===== src/rtl/truth_table_scanner.sv =====
// Truth table scanner: walks every input vector of a combinational block,
// samples its output after a settle time and compares against an expected table.
module truth_table_scanner #(
  parameter int N_IN   = 4,
  parameter int SETTLE = 2
) (
  input  logic                 clk,
  input  logic                 rst,
  input  logic                 start,
  input  logic [2**N_IN-1:0]   exp_table,
  input  logic                 dut_out,
  output logic [N_IN-1:0]      dut_in,
  output logic [2**N_IN-1:0]   table_q,
  output logic [N_IN:0]        ones_cnt,
  output logic                 busy,
  output logic                 done,
  output logic                 mismatch
);

  localparam int DEPTH = 2**N_IN;

  typedef enum logic [1:0] {
    IDLE,
    DRIVE,
    SAMPLE,
    FINISH
  } state_t;

  state_t           state;
  state_t           state_nxt;
  logic [3:0]       cnt;
  logic [DEPTH-1:0] exp_q;
  logic [DEPTH-1:0] tbl_nxt;
  logic             accept;
  logic             settled;
  logic             last;

  // FINISH also accepts start so held-high start gives back-to-back scans
  assign accept  = start && (state == IDLE || state == FINISH);
  assign settled = cnt == 4'(SETTLE - 1);
  assign last    = &dut_in;

  always_ff @(posedge clk or posedge rst) begin
    if (rst) state <= IDLE;
    else     state <= state_nxt;
  end

  always_comb begin
    state_nxt = state;
    unique case (state)
      IDLE:    if (start) state_nxt = DRIVE;
      DRIVE:   if (settled) state_nxt = SAMPLE;
      SAMPLE:  state_nxt = last ? FINISH : DRIVE;
      FINISH:  state_nxt = start ? DRIVE : IDLE;
      default: state_nxt = IDLE;
    endcase
  end

  always_comb begin
    busy = state != IDLE;
    done = state == FINISH;
  end

  always_comb begin
    tbl_nxt          = table_q;
    tbl_nxt[dut_in]  = dut_out;
  end

  always_ff @(posedge clk or posedge rst) begin
    if (rst) begin
      dut_in   <= '0;
      table_q  <= '0;
      ones_cnt <= '0;
      mismatch <= 1'b0;
      cnt      <= '0;
      exp_q    <= '0;
    end else if (accept) begin
      dut_in   <= '0;
      table_q  <= '0;
      ones_cnt <= '0;
      mismatch <= 1'b0;
      cnt      <= '0;
      exp_q    <= exp_table;
    end else begin
      unique case (state)
        DRIVE: begin
          cnt <= settled ? 4'd0 : cnt + 4'd1;
        end
        SAMPLE: begin
          table_q  <= tbl_nxt;
          ones_cnt <= ones_cnt + (N_IN+1)'(dut_out);
          // mismatch uses the table including this final sample
          if (last) mismatch <= tbl_nxt != exp_q;
          else      dut_in   <= dut_in + 1'b1;
        end
        default: ;
      endcase
    end
  end

endmodule


===== config.mk =====
export PLATFORM = sky130hd
export DESIGN_NAME = truth_table_scanner
export DESIGN_NICKNAME = d
export VERILOG_FILES = /design/src/rtl/truth_table_scanner.sv
export SDC_FILE = /design/constraint.sdc
export NUM_CORES = 1
export LEC_CHECK = 0
export BUFFER_PORTS_ARGS = -buffer_cell sky130_fd_sc_hd__buf_2
export CORE_MARGIN = 10
export CORE_UTILIZATION = 34
export CTS_BUF_LIST = sky130_fd_sc_hd__clkbuf_16
export DETAILED_ROUTE_END_ITERATION = 10
export GPL_TIMING_DRIVEN = 0
export PLACE_DENSITY_LB_ADDON = 0.15
export SETUP_SLACK_MARGIN = 0.2
export SLEW_MARGIN = 20
export SYNTH_ARGS = -nofsm -noshare
export SYNTH_HDL_FRONTEND = slang
export SYNTH_SLANG_ARGS = --single-unit
export TNS_END_PERCENT = 100

===== constraint.sdc =====
create_clock -name clk -period 6 [get_ports clk]
set_clock_uncertainty 0.15 [all_clocks]
set_input_delay 0.6 -clock clk [delete_from_list [all_inputs] [get_ports clk]]
set_output_delay 0.6 -clock clk [all_outputs]
set_load 0.05 [all_outputs]

# Yosys cells after proc, flatten, opt, wreduce, memory -nomap -nowiden
# Index checks and enable logic that the tools add are counted.
[totals]
register_bits = 48
in_bits = 20
elab_cells = 53
[op_classes]
addsub = 3
order_cmp = 2
n_eq_ne = 8
mux = 21
reduce_logical = 12
[ops]
columns = ["cell", "n"]
rows = [
  ["16-bit 2-to-1 mux", 2],
  ["4-bit 2-to-1 mux", 6],
  ["16-bit bitwise mux", 1],
  ["16-bit inequality test", 1],
  ["5-bit 2-to-1 mux", 2],
  ["4-bit by 1-bit adder with 4-bit output, second input constant", 2],
  ["2-bit one-hot mux with 4 select lines", 1],
  ["2-bit nonzero test", 4],
  ["2-bit 2-to-1 mux", 3],
  ["2-bit inequality test, second input constant", 3],
  ["2-bit AND reduction", 3],
  ["5-bit by 1-bit adder with 5-bit output", 1],
  ["4-bit by 5-bit < comparator with 1-bit output, second input constant", 1],
  ["1-bit 2-to-1 mux", 5],
  ["1-bit demux with 4-bit select", 1],
  ["2-bit == test, second input constant", 2],
  ["4-bit by 1-bit == test with 1-bit output, second input constant", 1],
  ["4-bit by 1-bit greater-or-equal comparator with 1-bit output, second input constant", 1],
  ["4-bit AND reduction", 1],
  ["2-bit by 1-bit == test with 1-bit output, second input constant", 1],
  ["1-bit logical AND", 2],
  ["2-bit logical NOT", 1],
  ["1-bit logical OR", 1],
]

# Depth between registers and ports, before layout
[logic_depth]
ltp_word = 9
mapped_depth = 8
ltp_nobuf = 7

# Least setup slack after synthesis
# No wires, ideal clock.
[synth_path]
kind = "register to register"
startpoint = "reg dut_in[0]"
endpoint = "reg mismatch"
setup_ns = 0.131
t_arrival_ns = 2.419
setup_slack_ns = 3.299
path_stages_with_launch = 9
period_less_slack_ns = 2.701
path_cell_list = "dfrtp_1 inv_1 ha_1 buf_2 or3b_2 mux2i_1 a2111o_1 nor4_1 a21oi_1"
[synth_between]
elab_chain_cells = 9
[synth_lines]
columns = ["item", "line_no", "text"]
rows = [
  ["start, declared", "12", "output logic [N_IN-1:0] dut_in,"],
  ["start signal, assigned", "94", "else dut_in <= dut_in + 1'b1;"],
  ["4-bit by 5-bit < comparator with 1-bit output (implied by the code) or 4-bit by 1-bit greater-or-equal comparator with 1-bit output (tied branches)", "66", "tbl_nxt[dut_in] = dut_out;"],
  ["1-bit logical AND (implied by the code)", "66", ""],
  ["1-bit 2-to-1 mux (implied by the code)", "66", ""],
  ["1-bit demux with 4-bit select", "66", ""],
  ["16-bit bitwise mux", "66", ""],
  ["16-bit inequality test", "93", "if (last) mismatch <= tbl_nxt != exp_q;"],
  ["1-bit 2-to-1 mux", "93", ""],
  ["1-bit 2-to-1 mux", "85", "unique case (state)"],
  ["1-bit 2-to-1 mux", "77", "end else if (accept) begin"],
  ["end signal, assigned", "93", ""],
  ["end, declared", "17", "output logic mismatch"],
]
# Several ways; a longest one is shown, not always the timed one. The select of a mux whose other input is x is not followed.
# A chain may end at the register's enable or synchronous reset.

# Worst setup path after layout
# Same ends and word-level chain as after synthesis.

==> impl_results.md <==
- Pwr per Cell Area: 433 mW/mm^2
- Final hold vios: 0
- Via/cell ratio: 5.04
- TritonCTS Buffers: 5
- Fin crit period: 2690 ps
- I/O Pins: 48
- Slew HR: 59.1%
- Ys async rst share: 100%
- Pin count of the biggest net entering global routing: 31
- Compound-cell area share of the yosys netlist: 8.82%
- Maximum clock path buffer count: 2
- Syn_area_per_cell: 9.94 um^2
- Post-synth EDFFs: 0
- Final nets: 375
- Seq/Total Area, Yosys: 42.1%
- Dpl cells: 440
- Post-DRT Antenna Nets: 0
- Initial Util: 34.9%
- Max stage delay on crit path: 500 ps
- # DRC: 0
- Largest cells by area after synthesis: dfrtp_1 (42%), mux2i_1 (7.4%), mux2_2 (6.7%), ha_1 (5.7%), nor2_1 (3.7%)
- Max VDD drop: 0.200 mV
- Met3 WL post-DR: 423 um
- Hold-fix buffers at CTS: 0
- Setup violations, final: 0
- CP Class: register to register
- DP Area: 0.00324 mm^2
- Initial antenna violation count: 0
- Design Area, Final: 0.00338 mm^2
- First-pass GRT wire length: 12800 um
- Unrepaired setup endpoints after global routing: no
- Seq pwr share: 35.4%
- Synth cell types: 48
- Tcrit/Tclk final: 44.8%
- GRT overflow: 0
- First drt pass iteration count: 6
- Sw power: 0.624 mW
- Worst-path cell chain: inv_1, ha_1, buf_2, or3b_2, mux2i_1, a2111o_1, nor4_1, a21oi_1
- Post CTS Setup Buffer Count: 0
- Die area: 0.0125 mm^2
- Internal power: 0.840 mW
- Multiplexer area fraction after synthesis: 14.1%
- Ant diodes: 0
- Sw Ratio: 42.6%
- Clk sinks: 48
- Worst-margin pin slew: 613 ps
- Max-cap violations: 0
- Clock-pin slew on the worst setup and hold paths: 60 ps
- Startpoint types: register
- Critical Path AT: 2700 ps
- Vias: 2260
- Final setup TNS: 0 ps
- Share of cells above drive strength 1: 24.2%
- Highest clock rate: 372 MHz
- Seq cells post-synth: 48
- M1 WL: 3660 um
- Synth top cells by count: dfrtp_1 (48), nor2_1 (28), mux2i_1 (21)
- Leakage: 1.66 nW
- Cells after synthesis: 287
- Status: complete, no violations
- Combinational share of power: 46.2%
- Final max-slew violation count: 0
- Hpwl dp: 5770 um
- Die width: 112 um
- Die extent in y: 112 um
- Post-Synth Simple-Gate Area: 19.9%
- DR WL/cell: 16.8 um
- H-tree levels: 2
- Vias in the first global route: 2414
- Share of power burned in the clock network: 18.3%
- Top Layer Used: met4
- Leading area contributor after synthesis: dfrtp_1
- WP buf/inv: 2
- Routed WL: 7540 um
- Req. time, crit path: 6010 ps
- Crit-path max FO: 9
- Syn Nets: 320
- Wire length on met2: 3420 um
- Area Growth Syn to Fin: 18.5%
- Worst Setup End Kind: register
- Main flop type after synthesis: dfrtp_1
- Initial DRC count: 149
- Total GRT Usage: 12.3%
- Synth Area in Adders: 5.70%
- Core area: 0.00818 mm^2
- Hold slack final: 159 ps
- TritonCTS clock tree: yes
- GPL Wtd Cong: 0.825
- Post-CTS sizing: 0
- Worst hold-check path type: input port to asynchronous set/reset pin
- Most frequent cell after synthesis: dfrtp_1
- Largest family of logic cells by synthesized area: simple AND/OR/NAND/NOR gates
- Top-area cell type share of the netlist area: 42.1%
- XOR/XNOR Fraction of Synth Area: 4.91%
- Slowest CP cell: or3b_2
- Layout Cells excl Fill: 448
- Top Family by Delay on Critical Path: simple AND/OR/NAND/NOR gates
- Clk root buf: clkbuf_16
- Ys Warns: 0
- Clk Latency, worst-skew pair: 280 ps
- PortBufs: 47
- Core Rows: 33
- Synthesized cell area: 0.00285 mm^2
[routing by layer]
metal | up-vias | GRT usage, %
met5 | - | 0
met4 | 0 | 2.06
met3 | 4 | 3.17
met2 | 59 | 18.9
met1 | 1077 | 17.0
li1 | 1120 | -
[final timing paths]
kind | from | end | slack, ps | cells past startpoint
max | dut_in[0] | mismatch | 3310 | 8
max reg2reg | dut_in[0] | mismatch | 3310 | 8
min in group clk | exp_q[11] | exp_q[11] | 390 | 1
max in group asynchronous | rst | dut_in[2] | 5030 | 3
min | rst | exp_q[8] | 160 | 2
min reg2reg | exp_q[11] | exp_q[11] | 390 | 1
[cell families (layout without fill, tap and decap cells)]
logic type / Yosys count / after routing
buffers and inverters: 28 / 84
and+or+nand+nor: 104 / 104
DFF: 48 / 48
muxes: 38 / 38
xor gates and xnor gates: 16 / 16
AOI/OAI and AO/OA: 40 / 40
adders and majority gates: 13 / 13
[area by class of cell]
cell class,instances,area [um^2]
Fill cell,826,4800
Multi-Input combinational cell,211,1520
Sequential cell,48,1200
Timing Repair Buffer,48,255
Tap cell,105,131
Clock buffer,5,125
Buffer,18,91.3
Inverter,10,37.5
Clock inverter,3,15.0
[per-stage QoR]
stage	utilization [%]	power [mW]	setup WS (ps)
after global routing	41.3	1.58	3110
after detailed placement	39.6	1.21	3320
after floorplan	-	1.02	3300
final	41.3	1.46	3310
after global placement	39.4	1.19	3340
after CTS	41.3	1.49	3300
[power by group through the flow]
stage | clock, mW | sequential, mW | combinational (mW)
after floorplan | 0 | 0.562 | 0.457
after global placement | 0 | 0.521 | 0.673
after detailed placement | 0 | 0.524 | 0.685
after CTS | 0.280 | 0.519 | 0.686
after global routing | 0.292 | 0.534 | 0.751
final | 0.269 | 0.519 | 0.677
[flip-flops by register name, indices dropped and copies added, names as in the netlist]
register,flops
exp_q,16
table_q,16
ones_cnt,5
dut_in,4
mismatch,1
cnt,4
state,2
[worst reg2reg max path, cell delays in order, from the launching register on]
cell and delay [ps]:
dfrtp_1 430, inv_1 140, ha_1 160, buf_2 220, or3b_2 500, mux2i_1 140, a2111o_1 430, nor4_1 290
a21oi_1 110
[cell usage in the layout (no fill, tap or decap), types with 2 or more instances in the layout]
master,count
nor3b_1,3
and3_1,2
nor3_1,3
inv_1,9
dfrtp_1,48
buf_1,2
mux2_2,17
and3b_1,2
o21ai_0,6
a21oi_1,19
buf_2,51
nor4_1,2
nand4_1,10
mux2i_1,21
a2bb2oi_1,2
nand2b_1,7
nand2_1,12
ha_1,13
nand3b_1,5
clkbuf_16,5
buf_6,2
nand3_1,13
nor2_1,28
or3_1,4
clkbuf_1,9
nor2b_1,7
clkinv_1,2
xor2_1,8
xnor2_1,8
No activity file was read; power rests on OpenSTA's default activity.
